--- src/rtl/fifo_uart_tx_if.sv ---
// FIFO read-side bundle between an upstream FIFO and fifo_uart_tx.
// The transmitter is the slave: it samples the head word and level, and returns the pop strobe.
interface fifo_uart_tx_if #(
    parameter int WIDTH = 8,
    parameter int DEPTH = 7
);
    logic [WIDTH-1:0] data_i;
    logic [DEPTH-1:0] size_i;
    logic             getData_o;

    modport master (
        output data_i,
        output size_i,
        input  getData_o
    );

    modport slave (
        input  data_i,
        input  size_i,
        output getData_o
    );
endinterface

--- src/rtl/fifo_uart_tx.sv ---
// UART transmitter that pops words from an upstream FIFO, LSB first, 8N1-style frames.
// Define FIFO_UART_TX_PARITY_EN to insert an even-parity bit between data and stop.
module fifo_uart_tx #(
    parameter int WIDTH        = 8,
    parameter int DEPTH        = 7,
    parameter int CLKS_PER_BIT = 16
) (
    input  logic          clk_i,
    input  logic          rst_i,
    fifo_uart_tx_if.slave fifo,
    input  logic          tx_en_i,
    output logic          tx_o,
    output logic          busy_o
);
    localparam int CNT_W = (CLKS_PER_BIT > 2) ? $clog2(CLKS_PER_BIT) : 1;
    localparam int BIT_W = (WIDTH > 2) ? $clog2(WIDTH) : 1;
    localparam logic [CNT_W-1:0] BAUD_LAST = CNT_W'(CLKS_PER_BIT - 1);
    localparam logic [BIT_W-1:0] BIT_LAST  = BIT_W'(WIDTH - 1);

`ifdef FIFO_UART_TX_PARITY_EN
    typedef enum logic [2:0] {IDLE, START, DATA, PARITY, STOP} state_t;
`else
    typedef enum logic [2:0] {IDLE, START, DATA, STOP} state_t;
`endif

    state_t           state_q, state_d;
    logic [CNT_W-1:0] baud_q, baud_d;
    logic [BIT_W-1:0] bit_q, bit_d;
    logic [WIDTH-1:0] shift_q, shift_d;
    logic             tx_q, tx_d;
    logic             pop;
    logic             can_pop;
    logic             baud_last;
`ifdef FIFO_UART_TX_PARITY_EN
    logic             par_q, par_d;
`endif

    assign can_pop   = tx_en_i && (fifo.size_i != '0);
    assign baud_last = (baud_q == BAUD_LAST);

    always_comb begin
        state_d = state_q;
        baud_d  = baud_last ? '0 : baud_q + 1'b1;
        bit_d   = bit_q;
        shift_d = shift_q;
        pop     = 1'b0;
`ifdef FIFO_UART_TX_PARITY_EN
        par_d   = par_q;
`endif
        unique case (state_q)
            IDLE: begin
                baud_d = '0;
                if (can_pop) begin
                    pop     = 1'b1;
                    shift_d = fifo.data_i;
`ifdef FIFO_UART_TX_PARITY_EN
                    par_d   = ^fifo.data_i;
`endif
                    state_d = START;
                end
            end
            START: begin
                if (baud_last) state_d = DATA;
            end
            DATA: begin
                if (baud_last) begin
                    if (bit_q == BIT_LAST) begin
                        bit_d = '0;
`ifdef FIFO_UART_TX_PARITY_EN
                        state_d = PARITY;
`else
                        state_d = STOP;
`endif
                    end else begin
                        bit_d   = bit_q + 1'b1;
                        shift_d = shift_q >> 1;
                    end
                end
            end
`ifdef FIFO_UART_TX_PARITY_EN
            PARITY: begin
                if (baud_last) state_d = STOP;
            end
`endif
            STOP: begin
                if (baud_last) begin
                    // Chain straight into the next start bit when more data waits.
                    if (can_pop) begin
                        pop     = 1'b1;
                        shift_d = fifo.data_i;
`ifdef FIFO_UART_TX_PARITY_EN
                        par_d   = ^fifo.data_i;
`endif
                        state_d = START;
                    end else begin
                        state_d = IDLE;
                    end
                end
            end
            default: state_d = IDLE;
        endcase
        if (state_d != state_q) baud_d = '0;
        if (rst_i) pop = 1'b0;
    end

    always_comb begin
        tx_d = 1'b1;
        unique case (state_d)
            IDLE:   tx_d = 1'b1;
            START:  tx_d = 1'b0;
            DATA:   tx_d = shift_d[0];
`ifdef FIFO_UART_TX_PARITY_EN
            PARITY: tx_d = par_d;
`endif
            STOP:   tx_d = 1'b1;
            default: tx_d = 1'b1;
        endcase
    end

    always_ff @(posedge clk_i) begin
        if (rst_i) begin
            state_q <= IDLE;
            baud_q  <= '0;
            bit_q   <= '0;
            shift_q <= '0;
            tx_q    <= 1'b1;
`ifdef FIFO_UART_TX_PARITY_EN
            par_q   <= 1'b0;
`endif
        end else begin
            state_q <= state_d;
            baud_q  <= baud_d;
            bit_q   <= bit_d;
            shift_q <= shift_d;
            tx_q    <= tx_d;
`ifdef FIFO_UART_TX_PARITY_EN
            par_q   <= par_d;
`endif
        end
    end

    assign fifo.getData_o = pop;
    assign tx_o           = tx_q;
    assign busy_o         = (state_q != IDLE);
endmodule

--- src/flat_wrapper.sv ---
// flat-port wrapper written by rule: the top's interface ports become plain ports
module fifo_uart_tx_flat 
#(
    parameter int WIDTH        = 8,
    parameter int DEPTH        = 7,
    parameter int CLKS_PER_BIT = 16
)
  (clk_i, rst_i, tx_en_i, tx_o, busy_o, fifo_data_i, fifo_size_i, fifo_getData_o);
  fifo_uart_tx_if #(.WIDTH(WIDTH), .DEPTH(DEPTH)) fifo_i ();
  input  logic clk_i;
  input  logic rst_i;
  input  logic tx_en_i;
  output logic tx_o;
  output logic busy_o;
  input wire logic [$bits(fifo_i.data_i)-1:0] fifo_data_i;
  input wire logic [$bits(fifo_i.size_i)-1:0] fifo_size_i;
  output wire logic [$bits(fifo_i.getData_o)-1:0] fifo_getData_o;
  assign fifo_i.data_i = fifo_data_i;
  assign fifo_i.size_i = fifo_size_i;
  assign fifo_getData_o = fifo_i.getData_o;
  fifo_uart_tx #(.WIDTH(WIDTH), .DEPTH(DEPTH), .CLKS_PER_BIT(CLKS_PER_BIT)) u_core (.clk_i(clk_i), .rst_i(rst_i), .fifo(fifo_i), .tx_en_i(tx_en_i), .tx_o(tx_o), .busy_o(busy_o));
endmodule
--- config.mk ---
export PLATFORM = sky130hd
export DESIGN_NAME = fifo_uart_tx_flat
export DESIGN_NICKNAME = d
export VERILOG_FILES = /design/src/rtl/fifo_uart_tx_if.sv /design/src/rtl/fifo_uart_tx.sv /design/src/flat_wrapper.sv
export SDC_FILE = /design/constraint.sdc
export NUM_CORES = 1
export LEC_CHECK = 0
export ABC_CLOCK_PERIOD_IN_PS = 4790
export BUFFER_PORTS_ARGS = -buffer_cell sky130_fd_sc_hd__buf_2
export CAP_MARGIN = 0
export CORE_AREA = 2 2 45 68
export CTS_CLUSTER_DIAMETER = 150
export DETAILED_ROUTE_END_ITERATION = 10
export DIE_AREA = 0 0 47 70
export MAX_ROUTING_LAYER = met4
export PLACE_DENSITY_LB_ADDON = 0.1
export SLEW_MARGIN = 25
export SYNTH_ARGS = -nofsm -noshare
export SYNTH_HDL_FRONTEND = slang
export SYNTH_SLANG_ARGS = --single-unit
--- constraint.sdc ---
create_clock -name clk_i -period 4.79 [get_ports clk_i]
set_clock_uncertainty 0.1 [all_clocks]
set_input_delay 0.2395 -clock clk_i [delete_from_list [all_inputs] [get_ports clk_i]]
set_output_delay 0.2395 -clock clk_i [all_outputs]
set_load 0.05 [all_outputs]
==> reports/qor.txt, run 1 <==
hold violation count in the final report - 0
crit-path max FO - 7
RSZ-0062 raised after global routing - false
post-cts resize count - 0
die height - 70 um
number of global-route vias before repair - 883
Max Freq - 441.7 MHz
core area - 2763 um2
Post-synth EDFFs - 0
I/O pins - 21
CP Cell Sequence - ha_1, nand4_2, mux2i_4, and3_4, buf_2
Synth cell types - 42
gpl congestion - 0.7675
CTS tree - built
CTS Buffer Depth - 2
# Post-CTS Setup Buffers - 0
Sw Pwr - 0.00008169 W
pin count of the biggest net entering global routing - 18
Ys Warns - 0
synth top area cells - dfxtp_1 36%, a221o_1 5.7%, nor2_1 5.0%, a32oi_1 5.0%, ha_1 3.6%
vias - 901
worst skew pair latency - 0.26 ns
Hold Buf Count CTS - 0
share of layout cells above drive strength 1 - 26.98%
worst vdd ir - 0.1059 mV
gr ovfl total - 0
Clock Root Buffer - clkbuf_8
routed len/inst - 14.16 um
Die X - 47 um
residual DRC count - 0
first-pass GRT wire length - 3898 um
top-area cell type share of the netlist area - 36.36%
# diodes - 0
pre-CTS setup slack - 2.725 ns
Std-Cell Rows - 24
Detailed Route WL - 2337 um
Final Max Slew Viols - 0
Synth Register Bits - 19
Post-Synthesis Cells - 112
Iter 0 DRT Violations - 27
Max Cap Viol - 0
initial core utilization - 37.86%
Avg Synthesized Cell Area - 9.339 um2
Net Sw Frac - 25.34%
run status - finished clean
Post-synth ARST share - 0%
number of buffers and inverters on the critical path - 1
Worst Hold Depth - 2
Final min period - 2.264 ns
FF/Latch Area - 380.4 um2
GRT Overall Usage - 16.26%
Syn Nets - 133
post-DP HPWL - 1673 um
Max-Slew Margin vs Limit - 56.34%
via/cell ratio - 5.461
Critical Path RT - 4.45 ns
largest area contributor in the netlist - dfxtp_1
register area share after synthesis - 36.36%
Internal - 0.0002406 W
Clock power frac - 35.0%
Static Leakage - 0.4546 nW
Final WS setup - 2.526 ns
Hold Crit Class - input port to flip-flop
sequential power share - 53.7%
power share of the combinational group - 11.3%
Reg clk slew, reported paths - 0.07 ns
cell area after synthesis - 1046 um2
Post-DRT Antenna Nets - 0
crit path DAT - 1.92 ns
pwr/cell area - 270.0 nW/um2
TNS Setup - 0 ns
critical path class - flip-flop to output port
H-tree depth - 1
Area Growth Syn to Fin - 14.11%
total CTS buffers - 3
Die ar. - 3290 um2
Final period util - 47.26%
type of origin of the critical path - flip-flop
final setup vio count - 0
initial antenna violation count - 0
max incr delay on CP - 0.36 ns
Crit-path slowest cell - dfxtp_1
worst reg2reg path depth - 5
Buffers on Ports - 20
Slew @ Worst Pin - 0.6521 ns
Fillers - 283
critical path's top delay family - simple AND/OR/NAND/NOR gates
clk sinks - 19
number of cells on the critical path - 5
nets@finish - 148
Main synth FF type - dfxtp_1
CP endpoint kind - output port
area of the multi-input gates - 608.1 um2
1st-pass router iterations - 4
metal layers:
metal | global-route usage (%) | share of wire (%) | vias up
met5 | - | 0 | -
met4 | 8.642 | 2.7 | 0
met3 | 2.842 | 3.0 | 7
met2 | 24.96 | 50 | 17
met1 | 19.39 | 44 | 424
li1 | - | - | 453
cell families (layout without fill, tap and decap cells):
family                   count (synthesis)  count (layout)  share of synthesized area (%)
flip-flops                              19              19                          36.36
buffers and inverters                   13              27                          5.980
other                                    1               1                         0.3585
AND/OR/NAND/NOR                         39              39                          22.25
XOR/XNOR                                 3               3                          2.512
adder cells (fa/ha/maj)                  3               3                          3.589
AO/OA/AOI/OAI                           32              32                          25.84
multiplexers                             2               2                          3.110
sequential cells by signal (all words and copies together), names as in the netlist:
name,count
u_core.bit_q,3
u_core.shift_q,8
u_core.baud_q,4
u_core.state_q,3
u_core.tx_o,1
per-stage QoR:
| stage | total power [W] | hold WS, ns | cells | utilization [%] | area, um2 |
|---|---|---|---|---|---|
| floorplan | 0.0001998 | 0.2785 | 112 | - | 1046 |
| global route | 0.0003373 | 0.09540 | 165 | 43.21 | 1194 |
| detailed placement | 0.0002129 | 0.3391 | 161 | 41.58 | 1149 |
| global placement | 0.0002119 | 0.3375 | 161 | 41.39 | 1144 |
| CTS | 0.0003273 | 0.09751 | 165 | 43.21 | 1194 |
| finish | 0.0003223 | 0.1007 | 165 | 43.21 | 1194 |
synth_stat cells, drive strengths merged (3+ instances only):
| library cell | number |
|---|---|
| a221oi | 3 |
| clkbuf | 4 |
| dfxtp | 19 |
| a211oi | 3 |
| nor3 | 3 |
| a221o | 6 |
| nand2b | 3 |
| and3 | 3 |
| inv | 3 |
| nand3 | 3 |
| nor2 | 14 |
| buf | 6 |
| a21oi | 4 |
| a32oi | 6 |
| ha | 3 |
worst paths after layout:
check	to	slack [ns]	startpoint
worst max-delay path	fifo_getData_o	2.53	u_core.baud_q[0]
worst max register to register	u_core.shift_q[1]	2.70	u_core.bit_q[0]
worst min register to register	u_core.baud_q[0]	0.35	u_core.baud_q[0]
worst min-delay path	u_core.shift_q[3]	0.10	fifo_data_i[3]
power by group through the flow:
| stage | Combinational [W] | Sequential, W | Clock (W) |
|---|---|---|---|
| after floorplan | 0.0000268 | 0.000173 | 0 |
| final | 0.0000365 | 0.000173 | 0.000113 |
| after CTS | 0.0000366 | 0.000173 | 0.000118 |
| after global routing | 0.0000402 | 0.000174 | 0.000123 |
| after detailed placement | 0.0000364 | 0.000176 | 0 |
| after global placement | 0.0000357 | 0.000176 | 0 |
cells in the final DEF (no fill, tap or decap), types with 2 or more instances in the layout:
| master | synthesis | routed |
|---|---|---|
| ha_1 | 3 | 3 |
| buf_2 | 5 | 20 |
| a32oi_1 | 6 | 6 |
| clkbuf_8 | 0 | 3 |
| nand3_1 | 3 | 3 |
| inv_1 | 3 | 3 |
| o21ai_0 | 2 | 2 |
| a221oi_1 | 2 | 2 |
| nand3b_1 | 2 | 2 |
| and3_1 | 2 | 2 |
| nand2b_1 | 3 | 3 |
| xnor2_1 | 2 | 2 |
| a211oi_1 | 3 | 3 |
| dfxtp_1 | 19 | 19 |
| nor3_1 | 3 | 3 |
| nand2_1 | 2 | 2 |
| a21o_2 | 2 | 2 |
| a221o_1 | 6 | 6 |
| nor2_1 | 14 | 14 |
| a21oi_1 | 4 | 4 |
layout make-up:
class                   instances  area share (%)
repair buffers                 20           8.386
inverters                       3          0.9434
flip-flops and latches         19           31.87
well taps                      39           4.088
clock buffers                   4           3.774
multi-input cells              80           50.94
Power figures use the tool's default switching activity.
==> run 2, diff against run 1 <==
ABC_CLOCK_PERIOD_IN_PS = 2400   (was 4790)
clock period = 2.4 ns   (was 4.79 ns; I/O delays follow)
==> reports/qor.txt, run 2 (synthesis results as in run 1) <==
run status - finished clean
Buffers on Ports - 20 (unchanged)
type of origin of the critical path - flip-flop
power share of the combinational group - 13.1% (+1.8 points)
# Post-CTS Setup Buffers - 0 (unchanged)
Reg2Reg Launch Point - u_core.bit_q[0]
Clock power frac - 33.9% (-1.1 points)
Critical Path RT - 2.18 ns (-2.27 ns)
TNS Setup - 0 ns (unchanged)
most frequent cells in the layout - 20 x buf_2, 19 x dfxtp_1, 14 x nor2_1
share of layout cells above drive strength 1 - 26.12% (-0.86 points)
Post-DRT Antenna Nets - 0 (unchanged)
commonest non-fill, non-tap cell in the layout - buf_2
number of global-route vias before repair - 951 (+7.7%)
max incr delay on CP - 0.36 ns (about the same)
crit path DAT - 1.94 ns (+0.02 ns)
# diodes - 0 (unchanged)
number of cells on the critical path - 5 (unchanged)
critical path class - flip-flop to output port
pwr/cell area - 510.4 nW/um2 (+89%)
worst vdd ir - 0.4119 mV (+290%)
1st-pass router iterations - 4 (unchanged)
via/cell ratio - 5.428 (-0.60%)
I/O pins - 21 (unchanged)
gpl congestion - 0.7777 (+1.3%)
initial antenna violation count - 0 (unchanged)
critical path's top delay family - simple AND/OR/NAND/NOR gates
reg2reg end - u_core.shift_q[4]
worst setup path endpoint - fifo_getData_o
CTS tree - built
Power, Total - 0.0006450 W (+100%)
post-cts resize count - 0 (unchanged)
total CTS buffers - 3 (unchanged)
CTS Buffer Depth - 2 (unchanged)
sequential power share - 53.0% (-0.7 points)
crit-path max FO - 7 (unchanged)
Die X - 47 um (unchanged)
vias - 939 (+4.2%)
Iter 0 DRT Violations - 32 (+19%)
Final Max Slew Viols - 0 (unchanged)
FF/Latch Area - 380.4 um2 (unchanged)
Fillers - 292 (+3.2%)
RSZ-0062 raised after global routing - false
FF-to-FF setup slack - 0.55 ns (-2.15 ns)
initial core utilization - 37.86% (unchanged)
Die ar. - 3290 um2 (unchanged)
Reg with most FFs - u_core.shift_q
crit path launch - u_core.baud_q[0]
final setup vio count - 0 (unchanged)
pin count of the biggest net entering global routing - 18 (unchanged)
Internal - 0.0004875 W (+100%)
Max Freq - 464.0 MHz
Detailed Route WL - 2369 um (+1.4%)
Reg clk slew, reported paths - 0.07 ns (about the same)
core area - 2763 um2 (unchanged)
GRT Overall Usage - 16.67% (+0.41 points)
first-pass GRT wire length - 4077 um (+4.6%)
gr ovfl total - 0 (unchanged)
clk sinks - 19 (unchanged)
Std-Cell Rows - 24 (unchanged)
CP endpoint kind - output port
post-DP HPWL - 1772 um (+5.9%)
Max Cap Viol - 0 (unchanged)
die height - 70 um (unchanged)
Final period util - 89.80%
Net Sw Frac - 24.41% (-0.93 points)
worst skew pair latency - 0.25 ns (about the same)
Crit-path slowest cell - dfxtp_1
max reg flops - 8 (unchanged)
routed len/inst - 13.69 um (-3.3%)
hold violation count in the final report - 0 (unchanged)
Hold Buf Count CTS - 6 (+6)
area of the multi-input gates - 603.1 um2 (-0.82%)
worst reg2reg path depth - 6 (+1)
Clock Root Buffer - clkbuf_8
residual DRC count - 0 (unchanged)
biggest regs - u_core.shift_q (8), u_core.baud_q (4)
Sw Pwr - 0.0001574 W (+93%)
Worst Hold Depth - 3 (+1)
Hold Crit Class - input port to flip-flop
CP Cell Sequence - ha_1, nand4_2, mux2i_4, and3_4, buf_2
H-tree depth - 1 (unchanged)
Area Growth Syn to Fin - 20.81%
Final min period - 2.155 ns
number of buffers and inverters on the critical path - 1 (unchanged)
nets@finish - 156 (+5.4%)
Static Leakage - 0.4859 nW (+6.9%)
## run 2: cell count changes in the layout (fill, tap and decap cells not counted), sizes merged
cell and change:
buf +2, dlygate4sd3 +6
## run 2: worst min path at each step
stage / slack, ns / to / from
final: 0.03 / u_core.shift_q[7] / fifo_data_i[7]
after detailed placement: 0.25 / u_core.shift_q[3] / fifo_data_i[3]
after global placement: 0.24 / u_core.shift_q[6] / fifo_data_i[6]
after CTS: 0.03 / u_core.shift_q[7] / fifo_data_i[7]
after global routing: 0.05 / u_core.shift_q[7] / fifo_data_i[7]
after floorplan: 0.16 / u_core.shift_q[0] / fifo_data_i[0]
## run 2: tightest hold or removal path, cell delays in order
cell	delay (ns)
buf_2	0.07
nand4_1	0.07
o211ai_1	0.09
## run 2: routing by layer
| metal | vias up | GRT usage [%] | part of all wire (%) |
|---|---|---|---|
| li1 | 472 | - | - |
| met1 | 449 | 19.55 | 43 |
| met2 | 14 | 26.94 | 53 |
| met3 | 4 | 2.326 | 2.9 |
| met4 | 0 | 7.407 | 1.8 |
| met5 | - | - | 0 |
## run 2: cell type report
| cell class | instances | share of cell area [%] |
|---|---|---|
| Multi-Input combinational cell | 80 | 47.72 |
| Sequential cell | 19 | 30.10 |
| Timing Repair Buffer | 28 | 13.86 |
| Tap cell | 39 | 3.861 |
| Clock buffer | 4 | 3.564 |
| Inverter | 3 | 0.8911 |
## run 2: metrics by stage
| stage | cell area, um2 | setup slack, ns | util, % | hold WS (ns) | cells |
|---|---|---|---|---|---|
| 2_1_floorplan | 1046 | 0.7001 | - | 0.1590 | 112 |
| 3_3_place_gp | 1159 | 0.5384 | 41.94 | 0.2434 | 163 |
| 3_5_place_dp | 1159 | 0.5155 | 41.94 | 0.2465 | 163 |
| 4_1_cts | 1264 | 0.2388 | 45.74 | 0.02780 | 173 |
| 5_1_grt | 1264 | 0.1130 | 45.74 | 0.05141 | 173 |
| 6_report | 1264 | 0.2447 | 45.74 | 0.03432 | 173 |
## run 2: power by group through the flow
stage          sequential, W  clock, W  combinational [W]
2_1_floorplan       0.000345         0          0.0000536
3_3_place_gp        0.000349         0          0.0000762
3_5_place_dp        0.000349         0          0.0000776
4_1_cts             0.000342  0.000229          0.0000854
5_1_grt             0.000344  0.000240          0.0000929
6_report            0.000342  0.000218          0.0000847
==> run 3, diff against run 2 <==
CELL_PAD_IN_SITES_DETAIL_PLACEMENT = 1   (was not set)
CELL_PAD_IN_SITES_GLOBAL_PLACEMENT = 1   (was not set)
==> reports/qor.txt, run 3 (synthesis results as in run 1) <==
vias - 962 (+2.4%)
routed len/inst - 15.94 um (+16%)
type of origin of the critical path - flip-flop
Detailed Route WL - 2742 um (+16%)
max incr delay on CP - 0.36 ns (about the same)
die height - 70 um (unchanged)
Max Freq - 461.2 MHz (-0.59%)
sequential power share - 52.4% (-0.6 points)
worst reg2reg path depth - 5 (-1)
gr ovfl total - 0 (unchanged)
1st-pass router iterations - 3 (-1)
Worst Hold Depth - 2 (-1)
commonest non-fill, non-tap cell in the layout - buf_2
crit path DAT - 1.95 ns (about the same)
Sw Pwr - 0.0001694 W (+7.6%)
Reg2Reg Launch Point - u_core.baud_q[0]
Reg clk slew, reported paths - 0.07 ns (about the same)
met3 routed WL - 51 um (-25%)
met2 wire len - 1503 um (+21%)
CP Cell Sequence - ha_1, nand4_2, mux2i_4, and3_4, buf_2
Reg with most FFs - u_core.shift_q
initial core utilization - 37.86% (unchanged)
RSZ-0062 raised after global routing - false
H-tree depth - 1 (unchanged)
gpl congestion - 0.8109 (+4.3%)
final setup vio count - 0 (unchanged)
clk sinks - 19 (unchanged)
min-delay src - fifo_data_i[1]
pwr/cell area - 520.7 nW/um2 (+2.0%)
I/O pins - 21 (unchanged)
residual DRC count - 0 (unchanged)
CTS tree - built
crit-path max FO - 7 (unchanged)
post-DP HPWL - 2021 um (+14%)
run status - finished clean
# Post-CTS Setup Buffers - 0 (unchanged)
Iter 0 DRT Violations - 12 (-63%)
Met1 Wirelength - 1144 um (+13%)
Area Growth Syn to Fin - 19.98%
Net Sw Frac - 25.92% (+1.5 points)
critical path's top delay family - simple AND/OR/NAND/NOR gates
Clock Root Buffer - clkbuf_8
Buffers on Ports - 20 (unchanged)
worst hold path endpoint - u_core.shift_q[1]
Internal - 0.0004840 W (-0.72%)
worst skew pair latency - 0.25 ns (about the same)
Die ar. - 3290 um2 (unchanged)
Final min period - 2.168 ns (+0.01289 ns)
worst vdd ir - 0.2985 mV (-28%)
reg2reg end - u_core.shift_q[1]
initial antenna violation count - 0 (unchanged)
Final period util - 90.34% (+0.54 points)
post-cts resize count - 0 (unchanged)
hold violation count in the final report - 0 (unchanged)
Crit-path slowest cell - dfxtp_1
max reg flops - 8 (unchanged)
Die X - 47 um (unchanged)
number of buffers and inverters on the critical path - 1 (unchanged)
# diodes - 0 (unchanged)
Max-Slew Margin vs Limit - 62.54%
power share of the combinational group - 13.1% (about the same)
Final Max Slew Viols - 0 (unchanged)
most frequent cells in the layout - 20 x buf_2, 19 x dfxtp_1, 14 x nor2_1, 6 x a32oi_1, 6 x a221o_1
first-pass GRT wire length - 4650 um (+14%)
TNS Setup - 0 ns (unchanged)
nets@finish - 155 (-0.64%)
CP endpoint kind - output port
total CTS buffers - 3 (unchanged)
Core Util, Final - 45.43% (-0.32 points)
Slew @ Worst Pin - 0.5575 ns
Fillers - 344 (+18%)
Post-DRT Antenna Nets - 0 (unchanged)
biggest regs - u_core.shift_q (8), u_core.baud_q (4)
Hold Crit Class - input port to flip-flop
Clock power frac - 34.4% (+0.5 points)
via/cell ratio - 5.593 (+3.0%)
Max Cap Viol - 0 (unchanged)
Static Leakage - 0.4844 nW (-0.30%)
top routing layer used - met4
CTS Buffer Depth - 2 (unchanged)
pin count of the biggest net entering global routing - 18 (unchanged)
number of global-route vias before repair - 1023 (+7.6%)
Critical Path RT - 2.18 ns (about the same)
FF-to-FF setup slack - 0.54 ns (about the same)
critical path class - flip-flop to output port
core area - 2763 um2 (unchanged)
share of layout cells above drive strength 1 - 27.07% (+0.95 points)
GRT Overall Usage - 19.92% (+3.3 points)
Std-Cell Rows - 24 (unchanged)
crit path launch - u_core.baud_q[0]
[run 3: worst max-delay path by stage]
stage          slack, ns  depth (start not counted)           endpoint
5_1_grt             0.08                          5     fifo_getData_o
4_1_cts             0.20                          5     fifo_getData_o
3_5_place_dp        0.51                          5     fifo_getData_o
3_3_place_gp        0.53                          5     fifo_getData_o
6_report            0.23                          5     fifo_getData_o
2_1_floorplan       0.70                          6  u_core.shift_q[1]
[run 3: area by class of cell]
class	count	area [um2]	share of cell area [%]
Timing Repair Buffer	27	165.2	13.16
Clock inverter	1	5.005	0.3988
Inverter	3	11.26	0.8973
Sequential cell	19	380.4	30.31
Multi-Input combinational cell	80	603.1	48.06
Tap cell	39	48.80	3.888
Clock buffer	3	41.29	3.290
[run 3: power by group through the flow]
stage	Sequential [W]	Combinational [W]	Clock, W
floorplan	0.000345	0.0000536	0
global placement	0.000349	0.0000771	0
detailed placement	0.000349	0.0000796	0
CTS	0.000342	0.0000864	0.000234
global route	0.000344	0.0000947	0.000248
finish	0.000343	0.0000859	0.000225
[run 3: layer usage]
layer / track usage [%] / vias up
met2: 32.57 / 10
met4: 9.568 / 0
li1: - / 470
met5: - / -
met3: 3.101 / 4
met1: 22.42 / 478
[run 3: what timing repair did]
item / CTS / global route
hold endpoints to repair: 5 / 0
hold buffers: 5 / 0
endpoints found under the setup margin: 0 / 0
[run 3: metrics by stage]
stage               instance area (um2)  hold WS [ns]  std cells  power (W)  setup WS [ns]
CTS                                1255     0.0002255        172  0.0006627         0.2044
finish                             1255      0.002804        172  0.0006534         0.2318
detailed placement                 1159        0.2491        163  0.0004285         0.5077
global placement                   1159        0.2451        163  0.0004263         0.5287
global route                       1255       0.01175        172  0.0006872        0.08120
floorplan                          1046        0.1590        112  0.0003987         0.7001
